===== config.mk =====
export PLATFORM = sky130hd
export DESIGN_NAME = quant_matrix_bank
export DESIGN_NICKNAME = d
export VERILOG_FILES = /design/src/rtl/quant_matrix_bank.sv
export SDC_FILE = /design/constraint.sdc
export NUM_CORES = 2
export LEC_CHECK = 0
export BUFFER_PORTS_ARGS = -buffer_cell sky130_fd_sc_hd__buf_4
export CAP_MARGIN = 15
export CORE_UTILIZATION = 40
export DETAILED_ROUTE_END_ITERATION = 12
export PLACE_DENSITY = 0.58
export SLEW_MARGIN = 20
export SYNTH_ARGS = -nofsm -noshare
export SYNTH_HDL_FRONTEND = slang
export SYNTH_HIERARCHICAL = 1
export SYNTH_SLANG_ARGS = --single-unit

===== constraint.sdc =====
create_clock -name clk -period 7.9 [get_ports clk]
set_input_delay 0 -clock clk [delete_from_list [all_inputs] [get_ports clk]]
set_output_delay 0 -clock clk [all_outputs]
set_load 0.05 [all_outputs]

===== src/rtl/quant_matrix_bank.sv =====
// MPEG-2 quantiser matrix store: up to four 64-entry matrices with default tracking,
// chroma-follows-luma aliasing and scan-to-raster reordering of uploads.
module quant_matrix_bank #(
  parameter int dta_width    = 8,
  parameter int matrix_count = 4
) (
  input  logic                 clk,
  input  logic                 rst,
  input  logic [5:0]           rd_addr,
  input  logic [1:0]           rd_sel,
  input  logic                 rd_clk_en,
  output logic [dta_width-1:0] dta_out,
  input  logic [5:0]           wr_addr,
  input  logic [1:0]           wr_sel,
  input  logic [dta_width-1:0] dta_in,
  input  logic                 wr_clk_en,
  input  logic                 wr_en,
  input  logic                 rst_values,
  input  logic                 alternate_scan,
  output logic                 busy
);
  localparam bit has_chroma = (matrix_count == 32'sd4);
  localparam int bank_width = has_chroma ? 2 : 1;
  localparam int addr_width = 6 + bank_width;

  typedef enum logic [1:0] {INIT = 2'd0, CLEAR = 2'd1, RUN = 2'd2} state_t;

  localparam logic [5:0] zigzag_scan [64] = '{
    6'd0,  6'd1,  6'd8,  6'd16, 6'd9,  6'd2,  6'd3,  6'd10,
    6'd17, 6'd24, 6'd32, 6'd25, 6'd18, 6'd11, 6'd4,  6'd5,
    6'd12, 6'd19, 6'd26, 6'd33, 6'd40, 6'd48, 6'd41, 6'd34,
    6'd27, 6'd20, 6'd13, 6'd6,  6'd7,  6'd14, 6'd21, 6'd28,
    6'd35, 6'd42, 6'd49, 6'd56, 6'd57, 6'd50, 6'd43, 6'd36,
    6'd29, 6'd22, 6'd15, 6'd23, 6'd30, 6'd37, 6'd44, 6'd51,
    6'd58, 6'd59, 6'd52, 6'd45, 6'd38, 6'd31, 6'd39, 6'd46,
    6'd53, 6'd60, 6'd61, 6'd54, 6'd47, 6'd55, 6'd62, 6'd63};

  localparam logic [5:0] alt_scan [64] = '{
    6'd0,  6'd8,  6'd16, 6'd24, 6'd1,  6'd9,  6'd2,  6'd10,
    6'd17, 6'd25, 6'd32, 6'd40, 6'd48, 6'd56, 6'd57, 6'd49,
    6'd41, 6'd33, 6'd26, 6'd18, 6'd3,  6'd11, 6'd4,  6'd12,
    6'd19, 6'd27, 6'd34, 6'd42, 6'd50, 6'd58, 6'd35, 6'd43,
    6'd51, 6'd59, 6'd20, 6'd28, 6'd5,  6'd13, 6'd6,  6'd14,
    6'd21, 6'd29, 6'd36, 6'd44, 6'd52, 6'd60, 6'd37, 6'd45,
    6'd53, 6'd61, 6'd22, 6'd30, 6'd7,  6'd15, 6'd23, 6'd31,
    6'd38, 6'd46, 6'd54, 6'd62, 6'd39, 6'd47, 6'd55, 6'd63};

  localparam logic [7:0] intra_default [64] = '{
    8'd8,  8'd16, 8'd19, 8'd22, 8'd26, 8'd27, 8'd29, 8'd34,
    8'd16, 8'd16, 8'd22, 8'd24, 8'd27, 8'd29, 8'd34, 8'd37,
    8'd19, 8'd22, 8'd26, 8'd27, 8'd29, 8'd34, 8'd34, 8'd38,
    8'd22, 8'd22, 8'd26, 8'd27, 8'd29, 8'd34, 8'd37, 8'd40,
    8'd22, 8'd26, 8'd27, 8'd29, 8'd32, 8'd35, 8'd40, 8'd48,
    8'd26, 8'd27, 8'd29, 8'd32, 8'd35, 8'd40, 8'd48, 8'd58,
    8'd26, 8'd27, 8'd29, 8'd34, 8'd38, 8'd46, 8'd56, 8'd69,
    8'd27, 8'd29, 8'd35, 8'd38, 8'd46, 8'd56, 8'd69, 8'd83};

  function automatic logic [5:0] scan_reverse(input logic alt, input logic [5:0] idx);
    if (alt) scan_reverse = alt_scan[idx];
    else     scan_reverse = zigzag_scan[idx];
  endfunction

  state_t                  state_r, state_s;
  logic [addr_width-1:0]   clear_addr_r;
  logic                    wr_pend_r, wr_last_r;
  logic [1:0]              wr_sel_r;
  logic [5:0]              wr_raddr_r;
  logic [dta_width-1:0]    wr_dta_r;
  logic [matrix_count-1:0] default_r;
  logic [1:0]              follow_r;
  logic [dta_width-1:0]    dflt_val_r;
  logic                    dflt_flag_r;

  logic                    ram_we_s;
  logic [addr_width-1:0]   ram_waddr_s;
  logic [dta_width-1:0]    ram_wdta_s;
  logic [dta_width-1:0]    ram_q_s;
  logic [bank_width-1:0]   wr_bank_s, rd_bank_s;
  logic [1:0]              rd_sel_eff_s;
  logic                    rd_flag_s;
  logic [dta_width-1:0]    rd_dflt_s;

  assign wr_bank_s = wr_sel_r[bank_width-1:0];

  always_ff @(posedge clk) begin
    if (!rst) begin
      state_r <= INIT;
      busy    <= 1'b1;
    end else begin
      state_r <= state_s;
      busy    <= (state_s != RUN);
    end
  end

  // CLEAR owns the RAM write port; afterwards the registered upload write does
  always_comb begin
    state_s     = state_r;
    ram_we_s    = 1'b0;
    ram_waddr_s = {addr_width{1'b0}};
    ram_wdta_s  = {dta_width{1'b0}};
    case (state_r)
      INIT: state_s = CLEAR;
      CLEAR: begin
        ram_we_s    = 1'b1;
        ram_waddr_s = clear_addr_r;
        if (clear_addr_r == {addr_width{1'b1}}) state_s = RUN;
        else                                    state_s = CLEAR;
      end
      RUN: begin
        state_s     = RUN;
        ram_we_s    = wr_pend_r;
        ram_waddr_s = {wr_bank_s, wr_raddr_r};
        ram_wdta_s  = wr_dta_r;
      end
      default: state_s = INIT;
    endcase
  end

  always_ff @(posedge clk) begin
    if (!rst)                  clear_addr_r <= {addr_width{1'b0}};
    else if (state_r == CLEAR) clear_addr_r <= clear_addr_r + {{(addr_width-1){1'b0}}, 1'b1};
    else                       clear_addr_r <= {addr_width{1'b0}};
  end

  // A completing write issued alongside rst_values must not clear the flags it just restored
  always_ff @(posedge clk) begin
    if (!rst) begin
      wr_pend_r  <= 1'b0;
      wr_last_r  <= 1'b0;
      wr_sel_r   <= 2'd0;
      wr_raddr_r <= 6'd0;
      wr_dta_r   <= {dta_width{1'b0}};
    end else begin
      wr_pend_r  <= (state_r == RUN) && wr_clk_en && wr_en;
      wr_last_r  <= (state_r == RUN) && wr_clk_en && wr_en && (wr_addr == 6'd63) && !rst_values;
      wr_sel_r   <= wr_sel;
      wr_raddr_r <= scan_reverse(alternate_scan, wr_addr);
      wr_dta_r   <= dta_in;
    end
  end

  always_ff @(posedge clk) begin
    if (!rst) begin
      default_r <= {matrix_count{1'b1}};
      follow_r  <= 2'b11;
    end else if (wr_clk_en && rst_values) begin
      default_r <= {matrix_count{1'b1}};
      follow_r  <= 2'b11;
    end else if (wr_last_r) begin
      default_r[wr_bank_s] <= 1'b0;
      // a finished luma upload re-attaches its chroma twin, a finished chroma upload detaches it
      if (has_chroma) follow_r[wr_sel_r[0]] <= ~wr_sel_r[1];
    end
  end

  always_comb begin
    rd_sel_eff_s = rd_sel;
    if (has_chroma && rd_sel[1] && follow_r[rd_sel[0]]) rd_sel_eff_s = {1'b0, rd_sel[0]};
    else                                                rd_sel_eff_s = rd_sel;
    rd_bank_s = rd_sel_eff_s[bank_width-1:0];
    rd_flag_s = default_r[rd_bank_s];
    if (rd_sel[0]) rd_dflt_s = dta_width'(8'd16);
    else           rd_dflt_s = dta_width'(intra_default[rd_addr]);
  end

  always_ff @(posedge clk) begin
    if (!rst) begin
      dflt_val_r  <= {dta_width{1'b0}};
      dflt_flag_r <= 1'b0;
      dta_out     <= {dta_width{1'b0}};
    end else if (rd_clk_en) begin
      dflt_val_r  <= rd_dflt_s;
      dflt_flag_r <= rd_flag_s;
      dta_out     <= dflt_flag_r ? dflt_val_r : ram_q_s;
    end
  end

  dpram_sc #(.addr_width(addr_width), .dta_width(dta_width)) u_ram (
    .clk     (clk),
    .wr_en   (ram_we_s),
    .wr_addr (ram_waddr_s),
    .wr_dta  (ram_wdta_s),
    .rd_en   (rd_clk_en),
    .rd_addr ({rd_bank_s, rd_addr}),
    .rd_dta  (ram_q_s)
  );
endmodule

// Single-clock dual-port RAM with registered read (read-old on same-address collision).
module dpram_sc #(
  parameter int addr_width = 6,
  parameter int dta_width  = 8
) (
  input  logic                  clk,
  input  logic                  wr_en,
  input  logic [addr_width-1:0] wr_addr,
  input  logic [dta_width-1:0]  wr_dta,
  input  logic                  rd_en,
  input  logic [addr_width-1:0] rd_addr,
  output logic [dta_width-1:0]  rd_dta
);
  logic [dta_width-1:0] mem_r [2**addr_width];

  always_ff @(posedge clk) begin
    if (wr_en) mem_r[wr_addr] <= wr_dta;
  end

  always_ff @(posedge clk) begin
    if (rd_en) rd_dta <= mem_r[rd_addr];
  end
endmodule


# Word-level counts from Yosys, hierarchy flattened
# Memory sizes are Yosys's and may differ from the RTL's. A register that Yosys moved wholly into a read port is not among the register bits.
# Index checks and enable logic that the tools add are counted.
[word_totals]
memories = 4
mem_bits_ro = 1280
elab_cells = 75
reg_bits = 52
latch_bits = 0
mem_bits_rw = 2048
[mem_list]
columns = ["memory", "depth", "word_bits", "read_ports", "rd_ports_with_merged_regs", "write_ports", "line", "source"]
rows = [
  ["u_ram.mem_r", 256, 8, 1, 1, 1, "202", "logic [dta_width-1:0] mem_r [2**addr_width];"],
  ["(name not given)", 64, 8, 1, 0, 0, "163", "else rd_dflt_s = dta_width'(intra_default[rd_addr]);"],
  ["(name not given)", 64, 6, 1, 0, 0, "60", "else scan_reverse = zigzag_scan[idx];"],
  ["(name not given)", 64, 6, 1, 0, 0, "59", "if (alt) scan_reverse = alt_scan[idx];"],
]
[op_classes]
mux = 26
n_shift = 0
addsub = 1
n_reduce_logical = 12
bitwise = 6
eq_ne = 5
n_mul = 0
n_div = 0
n_lt_le_gt_ge = 8
[ops]
columns = ["operator", "count"]
rows = [
  ["8-bit 2-to-1 mux", 5],
  ["6-bit 2-to-1 mux", 5],
  ["8-bit one-hot mux with 2 select lines", 1],
  ["7-bit >= comparator, second input constant", 2],
  ["6-bit NOT with 7-bit output", 2],
  ["8-bit by 1-bit adder with 8-bit output, second input constant", 1],
  ["8-bit == test, second input constant", 1],
  ["1-bit logical AND", 8],
  ["1-bit 2-to-1 mux", 7],
  ["6-bit == test, second input constant", 1],
  ["2-bit by 3-bit less-than comparator with 1-bit output, second input constant", 2],
  ["2-bit one-hot mux with 3 select lines", 1],
  ["4-bit bitwise AND", 1],
  ["1-bit by 2-bit less-than comparator with 1-bit output, second input constant", 2],
  ["2-bit 2-to-1 mux", 2],
  ["4-bit NOT", 1],
  ["1-bit binary-select mux with 2-bit select", 1],
  ["2-bit bitwise mux", 1],
  ["1-bit demux with 2-bit select", 1],
  ["2-bit by 1-bit == test with 1-bit output, second input constant", 1],
  ["2-bit == test, second input constant", 1],
  ["2-bit by 1-bit >= comparator with 1-bit output, second input constant", 1],
  ["2-bit logical NOT", 1],
  ["2-bit != test, second input constant", 1],
  ["7 further kinds", 8],
]

# Depth between registers and ports, before layout
[depth]
word_depth = 6
depth_mapped = 11
mapped_depth_nobuf = 8

# By module
# The synthesis kept the hierarchy.
[by_module_without_submodules]
columns = ["mod", "seq_area_each_um2", "area_per_inst_um2", "cells_each", "instances"]
rows = [
  ["dpram_sc", 61739.2, 79636.4, 3733, 1],
  ["quant_matrix_bank", 1021.0, 3779.9, 465, 1],
]

# Least setup slack after synthesis
# OpenSTA, ideal clock, no wires.
[synth_timing]
path_type = "register to register"
start = "register state_r[0]"
end = "memory u_ram.mem_r[0][0] (data pin)"
setup_slack_ns = 2.732
arrival_time_ns = 4.298
path_stages_with_launch = 6
synth_period_minus_slack_ns = 5.168
required_time_ns = 7.031
setup_ns = 0.869
cell_sequence = "dfxtp_1 inv_1 ha_1 clkbuf_1 clkbuf_1 and2_1"
[synth_between]
elab_chain_len = 2
[synth_lines]
columns = ["element", "line", "source"]
rows = [
  ["start, declared", "63", "state_t state_r, state_s;"],
  ["start signal, assigned", "90", "state_r <= state_s;"],
  ["2-bit == test", "101", "case (state_r)"],
  ["8-bit 2-to-1 mux", "101", ""],
  ["via ram_wdta_s[0]", "76", "logic [dta_width-1:0] ram_wdta_s;"],
  ["end, declared", "202", ""],
]
# The timed path passes the listed nets, and every way through them passes these cells.

# Final worst setup path
[layout_timing]
start = "register state_r[0]"
end = "memory u_ram.mem_r[36][7] (enable)"
[layout_between]
elab_cells_between_ends = 6
classes_between = "eq/ne: 2; mux: 4"
[layout_lines]
columns = ["element", "line", "source"]
rows = [
  ["2-bit == test / 2-bit by 1-bit == test with 1-bit output (equally long branches)", "101", ""],
  ["8-bit one-hot mux with 2 select lines *", "101", ""],
  ["via ram_waddr_s[2]", "75", "logic [addr_width-1:0] ram_waddr_s;"],
]
# The timed path passes the listed nets; every way through them passes the cells marked *.

==> results.md <==
* Main combinational cell family by area after synthesis: multiplexers
* Clock buffer depth at 3
* Die Ht at 458.7 um
* Final WL at 220.2 mm
* Mapped Area at 83,420 um2
* Die Footprint at 210,400 um2
* Min Tclk post-route at 4.873 ns
* Mapped Avg Cell Area at 19.87 um2
* Xor and xnor area share after synthesis at 0.08400%
* CTS HTree Levels at 4
* Most frequent cells in the layout: edfxtp_1 (2,056), mux4_2 (462), nor2_1 (300)
* Post-synth top flop: edfxtp_1
* CTS Hold Bufs at 59
* Layout cells sized above 1 at 20.76%
* Ports at 40
* Hold Fails Final Rpt at 0
* Crit-path most repeated cell: nor2b_1
* CTS clock-pin slew for the worst setup and hold paths at 0.06 ns
* Mux share of post-synthesis cell area at 14.35%
* Total clock sinks at 2,107
* Maximum clock frequency at 205.2 MHz
* Vias per cell at 5.841
* Critical-path cell list: inv_1 -> ha_1 -> a22oi_1 -> nor2b_1 -> nor2b_1 -> nand3_1 -> buf_4 -> nor2_1
* CP delay by family, top: simple AND/OR/NAND/NOR gates
* Flops & latches, synth at 2,107
* Grt ovf at 0
* Critical Path RT at 8.38 ns
* Layout area overhead at 12.62%
* Setup bufs post-CTS at 0
* Min-delay worst type: input pin to flop
* Share of async-settable or async-resettable flops after synthesis at 0%
* Placeable Area at 207,100 um2
* Synth Area in Compound Gates at 4.390%
* Setup TNS at 0 ns
* Slew HR at 18.78%
* PortBufs at 39
* First-pass detailed-route iteration total at 5
* Final nets at 4,377
* Register area at 62,760 um2
* Fin area at 93,940 um2
* Footprint of the multi-input gates at 19,070 um2
* Initial DRC count at 5,145
* Crit end category: flop
* Via count at 42,597
* Post-synth cell types at 77
* Commonest non-fill, non-tap cell in the layout: edfxtp_1
* Residual DRC at 0
* WS Path Type: flop to flop
* WL/cell at 30.19 um
* Synth Area in Adders at 0.4050%
* Yosys warnings at 6
* Leak at 24.35 nW
* Critical path buffers and inverters at 2
* Placed Area at 86,510 um2
* Cts bufs inserted at 209
* Syn_nets at 4,256
* Sequential share of the synthesized area at 75.24%
* CP peak stage delay at 1.00 ns
* Setup violators final at 0
* Arrival time worst endpoint at 5.35 ns
* DIE WIDTH at 458.7 um
* ANT nets after route at 0
* Initial antenna violation count at 9
* Pwr/cell area at 241.2 nW/um2
* Fin crit share at 61.68%
* First-pass GRT wire length at 316.7 mm
* Post-CTS Resized at 0
* Clk Latency, worst-skew pair at 0.86 ns
* Max Clock Skew at 0.08093 ns
* Max-slew violation count at 0
* CTS tree: yes
* All-layer global routing usage at 20.93%
* Site Rows at 167
* Worst Max-Slew Pin Slew at 1.215 ns
* Largest net degree at the start of global routing at 182
* Number of global-route vias before repair at 42,555
* Number of synthesized flops with an enable pin at 2,056
* Initial Utilization at 40.28%
* Global placer's final weighted congestion at 0.8577
* Max Cap Viol at 0
* Cells after synthesis at 4,198
* Worst-case vdd ir drop at 247.3 uV
* Root buf cell: clkbuf_16
* # fillers at 17,357
* Startpoint types: flop
* Post-Synth Simple-Gate Area at 3.462%
* Unrepaired setup endpoints after global routing: false
* Slowest CP cell: nand3_1
* Detail Placement HPWL at 133.0 mm
* Status: finished clean
* Crit path max fanout at 18
per-stage QoR:
| step | total power, mW | util (%) | cells | hold WS (ns) | worst slack, ns |
|---|---|---|---|---|---|
| finish | 22.66 | 45.37 | 7293 | 0.07429 | 3.027 |
| global placement | 13.06 | 41.75 | 6835 | 0.1956 | 3.133 |
| floorplan | 12.83 | - | 4198 | 0.07734 | 2.732 |
| detailed placement | 13.06 | 41.78 | 6836 | 0.1920 | 3.070 |
| global route | 23.30 | 45.36 | 7288 | 0.06529 | 2.850 |
| CTS | 22.85 | 45.35 | 7287 | 0.01973 | 3.099 |
cells in the mapped netlist, drive strengths merged (31+ instances only):
master  instances  share of area, %
o221ai         48              0.51
mux2i         149               1.8
nand2          70              0.31
clkbuf        131              0.59
buf           139               1.4
nor2b          51              0.38
a21oi         125              0.75
mux4          464                13
dfxtp          51               1.2
o22ai          31              0.23
edfxtp       2056                74
nand3          46              0.28
o21ai          50              0.30
nor2          304               1.4
a22oi         140               1.3
routing by layer:
layer	global-route usage [%]	wire length (um)
met5	0	72
met3	4.032	16960
met2	32.72	103900
met4	6.221	6524
met1	29.75	92800
final cells by class:
cell class | instances | share of cell area, %
Inverter | 26 | 0.1039
Multi-Input combinational cell | 1795 | 20.30
Tap cell | 2788 | 3.713
Clock buffer | 243 | 5.746
Antenna cell | 5 | 0.01332
Timing Repair Buffer | 180 | 1.811
Clock inverter | 149 | 1.500
Sequential cell | 2107 | 66.81
path summary, 6_finish.rpt:
path	cells after the start	slack, ns	startpoint	endpoint
worst max-delay path	8	3.03	state_r[0]	u_ram/mem_r[36][7]
worst min-delay path	6	0.07	rd_sel[1]	dflt_flag_r
worst max register to register	8	3.03	state_r[0]	u_ram/mem_r[36][7]
worst min register to register	2	0.45	default_r[2]	default_r[2]
tightest hold or removal path: cells and delay by family:
| kind | cells | cell delay (ns) |
|---|---|---|
| multiplexers | 1 | 0.28 |
| buffers and inverters | 2 | 0.36 |
| AND/OR/NAND/NOR | 3 | 0.24 |
power breakdown:
part / switching [mW] / internal, mW
combinational: 0.468 / 0.272
sequential: 0.0211 / 12.1
clock: 4.30 / 5.52
total: 4.79 / 17.9
cells by family (layout without fill, tap and decap cells):
logic type / Yosys count / count (layout)
buffers and inverters: 296 / 598
adder cells (fa/ha/maj): 27 / 27
AO/OA/AOI/OAI: 527 / 527
other: 0 / 5
flip-flops: 2107 / 2107
AND/OR/NAND/NOR: 618 / 618
multiplexers: 615 / 615
XOR/XNOR: 8 / 8
registers in the layout, summed over array words and instances, names as in the netlist:
signal and count:
u_ram/mem_r 2048, wr_dta_r 8, wr_last_r 1, default_r 4
dta_out 8, follow_r 2, dflt_val_r 7, state_r 2
wr_raddr_r 6, wr_pend_r 1, u_ram/rd_dta 8, dflt_flag_r 1
clear_addr_r 8, busy 1, wr_bank_s 2
(Power assumes the default switching activity.)
